[config.mk]
export PLATFORM = sky130hd
export DESIGN_NAME = seven_seg_scanner
export DESIGN_NICKNAME = d
export VERILOG_FILES = /design/src/rtl/seven_seg_pkg.sv /design/src/rtl/seven_seg_scanner.sv
export SDC_FILE = /design/constraint.sdc
export NUM_CORES = 1
export LEC_CHECK = 0
export ABC_AREA = 1
export CAP_MARGIN = 10
export CORE_MARGIN = 2
export CORE_UTILIZATION = 31
export CTS_BUF_LIST = sky130_fd_sc_hd__clkbuf_16
export DETAILED_ROUTE_END_ITERATION = 6
export PLACE_DENSITY = 0.51
export SLEW_MARGIN = 20
export SYNTH_ARGS = -nofsm -noshare
export SYNTH_HDL_FRONTEND = slang
export SYNTH_SLANG_ARGS = --single-unit
[constraint.sdc]
create_clock -name ACLK -period 2.65 [get_ports ACLK]
set_input_delay 0.265 -clock ACLK [delete_from_list [all_inputs] [get_ports ACLK]]
set_output_delay 0.265 -clock ACLK [all_outputs]
set_load 0.005 [all_outputs]
[src/rtl/seven_seg_pkg.sv]
// Shared types and the hex-to-segment map for the 8-digit display scanner.
package seven_seg_pkg;

  typedef enum logic [0:0] {
    BLANK = 1'b0,
    DRIVE = 1'b1
  } scan_state_t;

  typedef struct packed {
    logic [31:0] data;
    logic [7:0]  en;
    logic [7:0]  pnt;
  } disp_buf_t;

  localparam logic [7:0] SEG_OFF = 8'hFF;

  // Active-low gfedcba pattern for one hex nibble.
  function automatic logic [6:0] hex_to_seg(input logic [3:0] h);
    logic [6:0] s;
    case (h)
      4'h0: s = 7'h40;
      4'h1: s = 7'h79;
      4'h2: s = 7'h24;
      4'h3: s = 7'h30;
      4'h4: s = 7'h19;
      4'h5: s = 7'h12;
      4'h6: s = 7'h02;
      4'h7: s = 7'h78;
      4'h8: s = 7'h00;
      4'h9: s = 7'h10;
      4'hA: s = 7'h08;
      4'hB: s = 7'h03;
      4'hC: s = 7'h46;
      4'hD: s = 7'h21;
      4'hE: s = 7'h06;
      default: s = 7'h0E;
    endcase
    return s;
  endfunction

endpackage

[src/rtl/seven_seg_scanner.sv]
// Double-buffered 8-digit common-anode scanner; pins lag state/index by one cycle.
// No backpressure: data_load is always accepted into the pending buffer.
module seven_seg_scanner
  import seven_seg_pkg::*;
#(
  parameter int CLKS_PER_DIGIT = 100000,
  parameter int BLANK_CLKS     = 1000
) (
  input  logic        ACLK,
  input  logic        ARESETn,
  input  logic [31:0] data_in,
  input  logic [7:0]  dig_en,
  input  logic [7:0]  dig_pnt,
  input  logic        data_load,
  output logic [7:0]  segment,
  output logic [7:0]  anode,
  output logic        frame_done
);

  localparam int MAX_CLKS = (CLKS_PER_DIGIT > BLANK_CLKS) ? CLKS_PER_DIGIT : BLANK_CLKS;
  localparam int CW       = $clog2(MAX_CLKS + 1);
  localparam int BLANK_LAST_I = (BLANK_CLKS == 0) ? 0 : BLANK_CLKS - 1;
  localparam logic [CW-1:0] DRIVE_LAST = CW'(CLKS_PER_DIGIT - 1);
  localparam logic [CW-1:0] BLANK_LAST = CW'(BLANK_LAST_I);

  scan_state_t state, state_n;
  logic [2:0]    idx, idx_n;
  logic [CW-1:0] cnt, cnt_n;
  logic          first, first_n;
  disp_buf_t     pend, pend_n, act, act_n, load_buf;
  logic          boundary;
  logic [7:0]    segment_n, anode_n;

  assign load_buf = '{data: data_in, en: dig_en, pnt: dig_pnt};

  always_comb begin
    state_n   = state;
    idx_n     = idx;
    cnt_n     = cnt + 1'b1;
    first_n   = first;
    pend_n    = data_load ? load_buf : pend;
    act_n     = act;
    boundary  = 1'b0;
    segment_n = SEG_OFF;
    anode_n   = SEG_OFF;

    case (state)
      DRIVE: begin
        if (cnt == DRIVE_LAST) begin
          cnt_n = '0;
          if (BLANK_CLKS == 0) begin
            idx_n    = idx + 3'd1;
            boundary = (idx == 3'd7);
          end else begin
            state_n = BLANK;
          end
        end
      end
      default: begin
        if (BLANK_CLKS == 0 || cnt == BLANK_LAST) begin
          cnt_n   = '0;
          state_n = DRIVE;
          // The reset BLANK leads straight into digit 0 of the first frame.
          if (first) begin
            first_n  = 1'b0;
            boundary = 1'b1;
          end else begin
            idx_n    = idx + 3'd1;
            boundary = (idx == 3'd7);
          end
        end
      end
    endcase

    if (boundary) act_n = data_load ? load_buf : pend;

    if (state == DRIVE && act.en[idx]) begin
      anode_n   = ~(8'b1 << idx);
      segment_n = {~act.pnt[idx], hex_to_seg(act.data[{idx, 2'b00} +: 4])};
    end
  end

  always_ff @(posedge ACLK or negedge ARESETn) begin
    if (!ARESETn) begin
      state      <= BLANK;
      idx        <= '0;
      cnt        <= '0;
      first      <= 1'b1;
      pend       <= '0;
      act        <= '0;
      segment    <= SEG_OFF;
      anode      <= SEG_OFF;
      frame_done <= 1'b0;
    end else begin
      state      <= state_n;
      idx        <= idx_n;
      cnt        <= cnt_n;
      first      <= first_n;
      pend       <= pend_n;
      act        <= act_n;
      segment    <= segment_n;
      anode      <= anode_n;
      frame_done <= boundary;
    end
  end

endmodule
# [After elaboration in Yosys (flattened, before gate mapping)]
# Memories as Yosys holds them, arrays and structs flattened.
# Cells that the tools add are included.
[word_totals] ff_bits=135 mem_bits_ro=112 input_bits=51 wordCells=45 mem_count=1
[mem_list] memory="(no name shown)" depth=16 word_bits=7 rd=1 rd_ports_with_merged_regs=0 write_ports=0 line_no="seven_seg_pkg.sv:20" rtl="case (h)"
[classes] n_addsub=2 order_cmp=1 n_eq_ne=3 shifts=2 muxes=16 bitwise=4 reduce_logical=3
[ops] op="$mux 17" n=3
[ops] op="$mux 48" n=1
[ops] op="$shiftx 32x6->4" n=1
[ops] op="$add 17x1->17 const B" n=1
[ops] op="$eq 17x10->1 const B" n=1
[ops] op="$eq 17x17->1 const B" n=1
[ops] op="$mux 8" n=2
[ops] op="$mux 1" n=8
[ops] op="$not 8->8" n=1
[ops] op="$shl 1x3->8 const A" n=1
[ops] op="$bmux 1 s3" n=2
[ops] op="$lt 3x4->1 const B" n=1
[ops] op="$add 3x1->3 const B" n=1
[ops] op="$eq 3x3->1 const B" n=1
[ops] op="$not 1->1" n=3
[ops] op="$reduce_and 3->1" n=1
[ops] op="$reduce_and 2->1" n=1
[ops] op="$logic_and 1x1->1" n=1

# [Depth between registers and ports, before layout]
[depth] depth_word=4 depth_mapped=14 ltp_nobuf=12

# [Least setup slack after synthesis]
# OpenSTA, ideal clock, no wires.
[synth_timing] path_type="register -> register" from="register idx[0]" to="register segment[6]" setup_time_ns=0.085 t_arrival_ns=1.689 t_required_ns=2.565 path_slack_ns=0.876 path_stages_with_launch=14 path_buffers=2 synth_period_minus_slack_ns=1.774 cell_sequence="dfrtp_1 > buf_4 > inv_4 > buf_2 > nand2_1 > nand3_1 > nand3_1 > nand2_1 > inv_1 > ha_1 > nand3_1 > nand2_1 > nand2_1 > nand3_1"
[synth_via] elab_chain_len=4 word_cells_on_any_way=6 classes_between="shift: 1; mux: 3; reduce/logical: 1; memory: 1"
[synth_rtl] item="start: declaration" line_no="seven_seg_scanner.sv:27" rtl="logic [2:0] idx, idx_n;"
[synth_rtl] item="start signal: assignment" line_no="seven_seg_scanner.sv:96" rtl="idx <= idx_n;"
[synth_rtl] item="branches (longest 3 deep; another with $mem_v2 16x7)"
[synth_rtl] item="$mux 8 *" line_no="seven_seg_scanner.sv:77" rtl="if (state == DRIVE && act.en[idx]) begin"
[synth_rtl] item="via segment_n[6]" line_no="seven_seg_scanner.sv:32" rtl="logic [7:0] segment_n, anode_n;"
[synth_rtl] item="end signal: assignment" line_no="seven_seg_scanner.sv:101" rtl="segment <= segment_n;"
[synth_rtl] item="end: declaration" line_no="seven_seg_scanner.sv:15" rtl="output logic [7:0] segment,"
# Mark *: on every way through the listed nets, which the timed path passes. The select of a mux whose other input is x is not followed.
# A chain may end at the register's enable or synchronous reset.

# [Final worst setup path]
[layout_timing] from="register idx[1]" to="register segment[3]"
# Same word-level chain as after synthesis.

==> impl_metrics.csv <==
group,metric,value,unit
sta,drv_slew,0,
clocking,clockBufferDepth,2,
layout,fillers,2047,
place,port_buffers,67,
worst_setup_path,start_kind,"register",
synthesis,ys_ff_latch,135,
floorplanning,dieHeight,145,µm
drt,drc_errors,0,
synthesis,ys.warnings.count,0,
sta,setup_tns,0,ns
layout,finalNonFillerCells,1113,
worst_setup_path,worstPathRequired,3.00,ns
global_routing,grt_pass1_wl,24700,µm
power,power_frac_clock,51.9,%
layout,seqCellArea,3400,µm²
clocking,cts_root_buf,"clkbuf_16",
synthesis,syn_inst,771,
power,leakage,3.84,nW
synthesis,yosysSeqAreaShare,54.9,%
place,dp_cells,1081,
clocking,cts.repair.resized,0,
sta,setup_violations,0,
worst_setup_path,cp_max_fo,17,
run_status,status,"finished, final reports clean",
drt,dr.pass1.iters,4,
global_routing,overflow,0,
synthesis,syn_area_per_cell,8.03,µm²
worst_setup_path,endpoint_kind,"register",
global_routing,track_usage,14.4,%
synthesis,yosysTopAreaCell,"dfrtp_1",
power,seqPwrFrac,43.4,%
global_routing,grtUsageMet3,3.17,%
floorplanning,design.portCount,68,
worst_setup_path,worstPathArrival,2.65,ns
clocking,cts_setup_buffers,0,
clocking,htreeDepth,4,
min_path,hp-class,"input port to async pin",
floorplanning,coreArea,19500,µm²
synthesis,yosysMostFrequentCell,"nand2_1",
drt,wl_per_cell,12.7,µm
power,ir_drop,0.461,mV
floorplanning,die-area,21100,µm²
floorplanning,num_rows,51,
power,intPower,3.88,mW
sta,period_needed,2.31,ns
global_routing,antenna_found_initial,0,
global_routing,busiest_layer,"met2",
drt,ant_nets,0,
clocking,clk_latency,0.42,ns
power,p_switching,1.05,mW
layout,drive_above_1_share,7.67,%
layout,syn_to_final_growth,25.0,%
power,powerDensity,637,nW/µm²
sta,rsz0062_at_grt,"no",
drt,num_vias,4855,
worst_setup_path,worst-setup-path-type,"register to register",
synthesis,synth_ff_type,"dfrtp_1",
floorplanning,fp.dieW,145,µm
sta,finalHoldViolCount,0,
power,comb_power_share,4.7,%
global_routing,grt_max_degree,81,
clocking,path_clk_slew,0.06,ns
worst_setup_path,reg2reg_depth,10,
sta,fin_crit_sh,87.0,%
worst_setup_path,reg2reg_slack,0.34,ns
floorplanning,start_util,31.7,%
clocking,cts_buffers,17,
sta,clock_skew,0.00996,ns
synthesis,synth_area_leaders,"dfrtp_1 48%, nand2_1 24%, dfstp_2 7.2%",
global_routing,grt_pass1_vias,4936,
place,hpwl,9470,µm
synthesis,synth.distinct_cells,31,
synthesis,synth_edf_count,0,
power,total_power,4.94,mW
drt,viasPerCell,4.36,
drt,drt_iter0_drc,318,
layout,final_nets,900,
worst_setup_path,rr_endpoint,"segment[3]",
sta,slew-limit-headroom,43.1,%
sta,worst-slew-pin-transition,0.852,ns
synthesis,synth.top_cells.by_count,"401 x nand2_1, 118 x dfrtp_1, 49 x nand3_1, 48 x inv_1, 34 x nor2_1",
synthesis,yosys.area.top_type_share,47.7,%
clocking,cts_tree,"yes",
sta,fmax,434,MHz
worst_setup_path,r2r-start,"idx[1]",
global_routing,grtUsageMet2,21.6,%
synthesis,syn-cell-area,6190,µm²
power,switching_share,21.4,%
run,cap_violations,0,
clocking,clock-sinks,135,
drt,wl,14100,µm
layout,antenna_cells,0,
place,place_congestion,0.854,
synthesis,synthArstFlopShare,100,%
clocking,cts_hold_buffers,1,
layout,multi_input_area,2440,µm²
synthesis,synth_nets,835,
global_routing,use_met1,20.4,%
[placed cells by master, fill, tap and decap left out, types with 2 or more instances in the layout]
cell,n
nor4_1,4
a32o_1,2
buf_4,8
inv_1,49
clkinvlp_4,2
clkdlybuf4s50_1,65
clkinv_4,3
ha_1,13
nor2_1,34
nand2_2,2
clkbuf_16,17
a21oi_1,3
nand2_1,401
inv_2,2
xor2_1,14
dfstp_2,17
o211ai_1,2
bufinv_16,5
clkinv_2,2
dfrtp_1,118
nand4_1,11
o21ai_0,5
nand3_1,49
nor3_1,7
[registers in the layout, summed over array words and instances (netlist names)]
register / count
act: 48
anode: 8
cnt: 17
first: 1
frame_done: 1
idx: 3
pend: 48
segment: 8
state: 1
[metrics by stage]
step | setup slack, ns | cell area, µm² | hold slack (ns) | utilization (%)
after CTS | 0.359 | 7750 | 0.220 | 39.7
after global routing | 0.103 | 7750 | 0.241 | 39.7
final | 0.344 | 7750 | 0.226 | 39.7
after floorplan | 0.876 | 6190 | -0.0306 | -
after global placement | 0.374 | 7100 | 0.121 | 36.4
after detailed placement | 0.376 | 7100 | 0.120 | 36.4
[layer usage]
metal / wire length (µm) / share of wire, %
met1: 7240 / 51
met2: 6140 / 44
met3: 496 / 3.5
met4: 228 / 1.6
met5: 0 / 0
[critical path: stages, from the launching register on]
cell	delay [ns]
dfrtp_1	0.62
inv_1	0.39
nand3_1	0.21
nand3_1	0.10
nand2_1	0.21
inv_1	0.12
ha_1	0.23
nand3_1	0.14
nand2_1	0.07
nand2_1	0.05
nand3_1	0.08
[final cells by class]
class	instances	share of cell area (%)
flip-flops and latches	135	43.9
multi-input cells	555	31.5
repair buffers	76	9.63
clock buffers	17	5.49
well taps	265	4.28
clock inverters	14	2.70
inverters	51	2.50
[power by group through the flow]
stage	sequential (mW)	clock (mW)	combinational, mW
after CTS	2.14	2.61	0.241
after global placement	2.18	0	0.240
final	2.14	2.56	0.231
after detailed placement	2.18	0	0.239
after global routing	2.15	2.70	0.267
after floorplan	2.18	0	0.0866
[cell families after synthesis]
logic type,Yosys count,synth area share [%]
buffers and inverters,81,5.72
AO/OA/AOI/OAI,13,1.31
flip-flops,135,54.9
adder cells (fa/ha/maj),13,2.63
XOR/XNOR,15,2.12
AND/OR/NAND/NOR,514,33.3
[worst max-delay path by stage]
stage                 from         end  slack, ns  cells past startpoint
global route        idx[1]      act[5]       0.10                      7
CTS                 idx[1]  segment[3]       0.36                     10
finish              idx[1]  segment[3]       0.34                     10
detailed placement  idx[1]  segment[3]       0.38                     10
global placement    idx[1]  segment[6]       0.37                     10
floorplan           idx[0]  segment[6]       0.88                     13
Power figures use the tool's default switching activity.
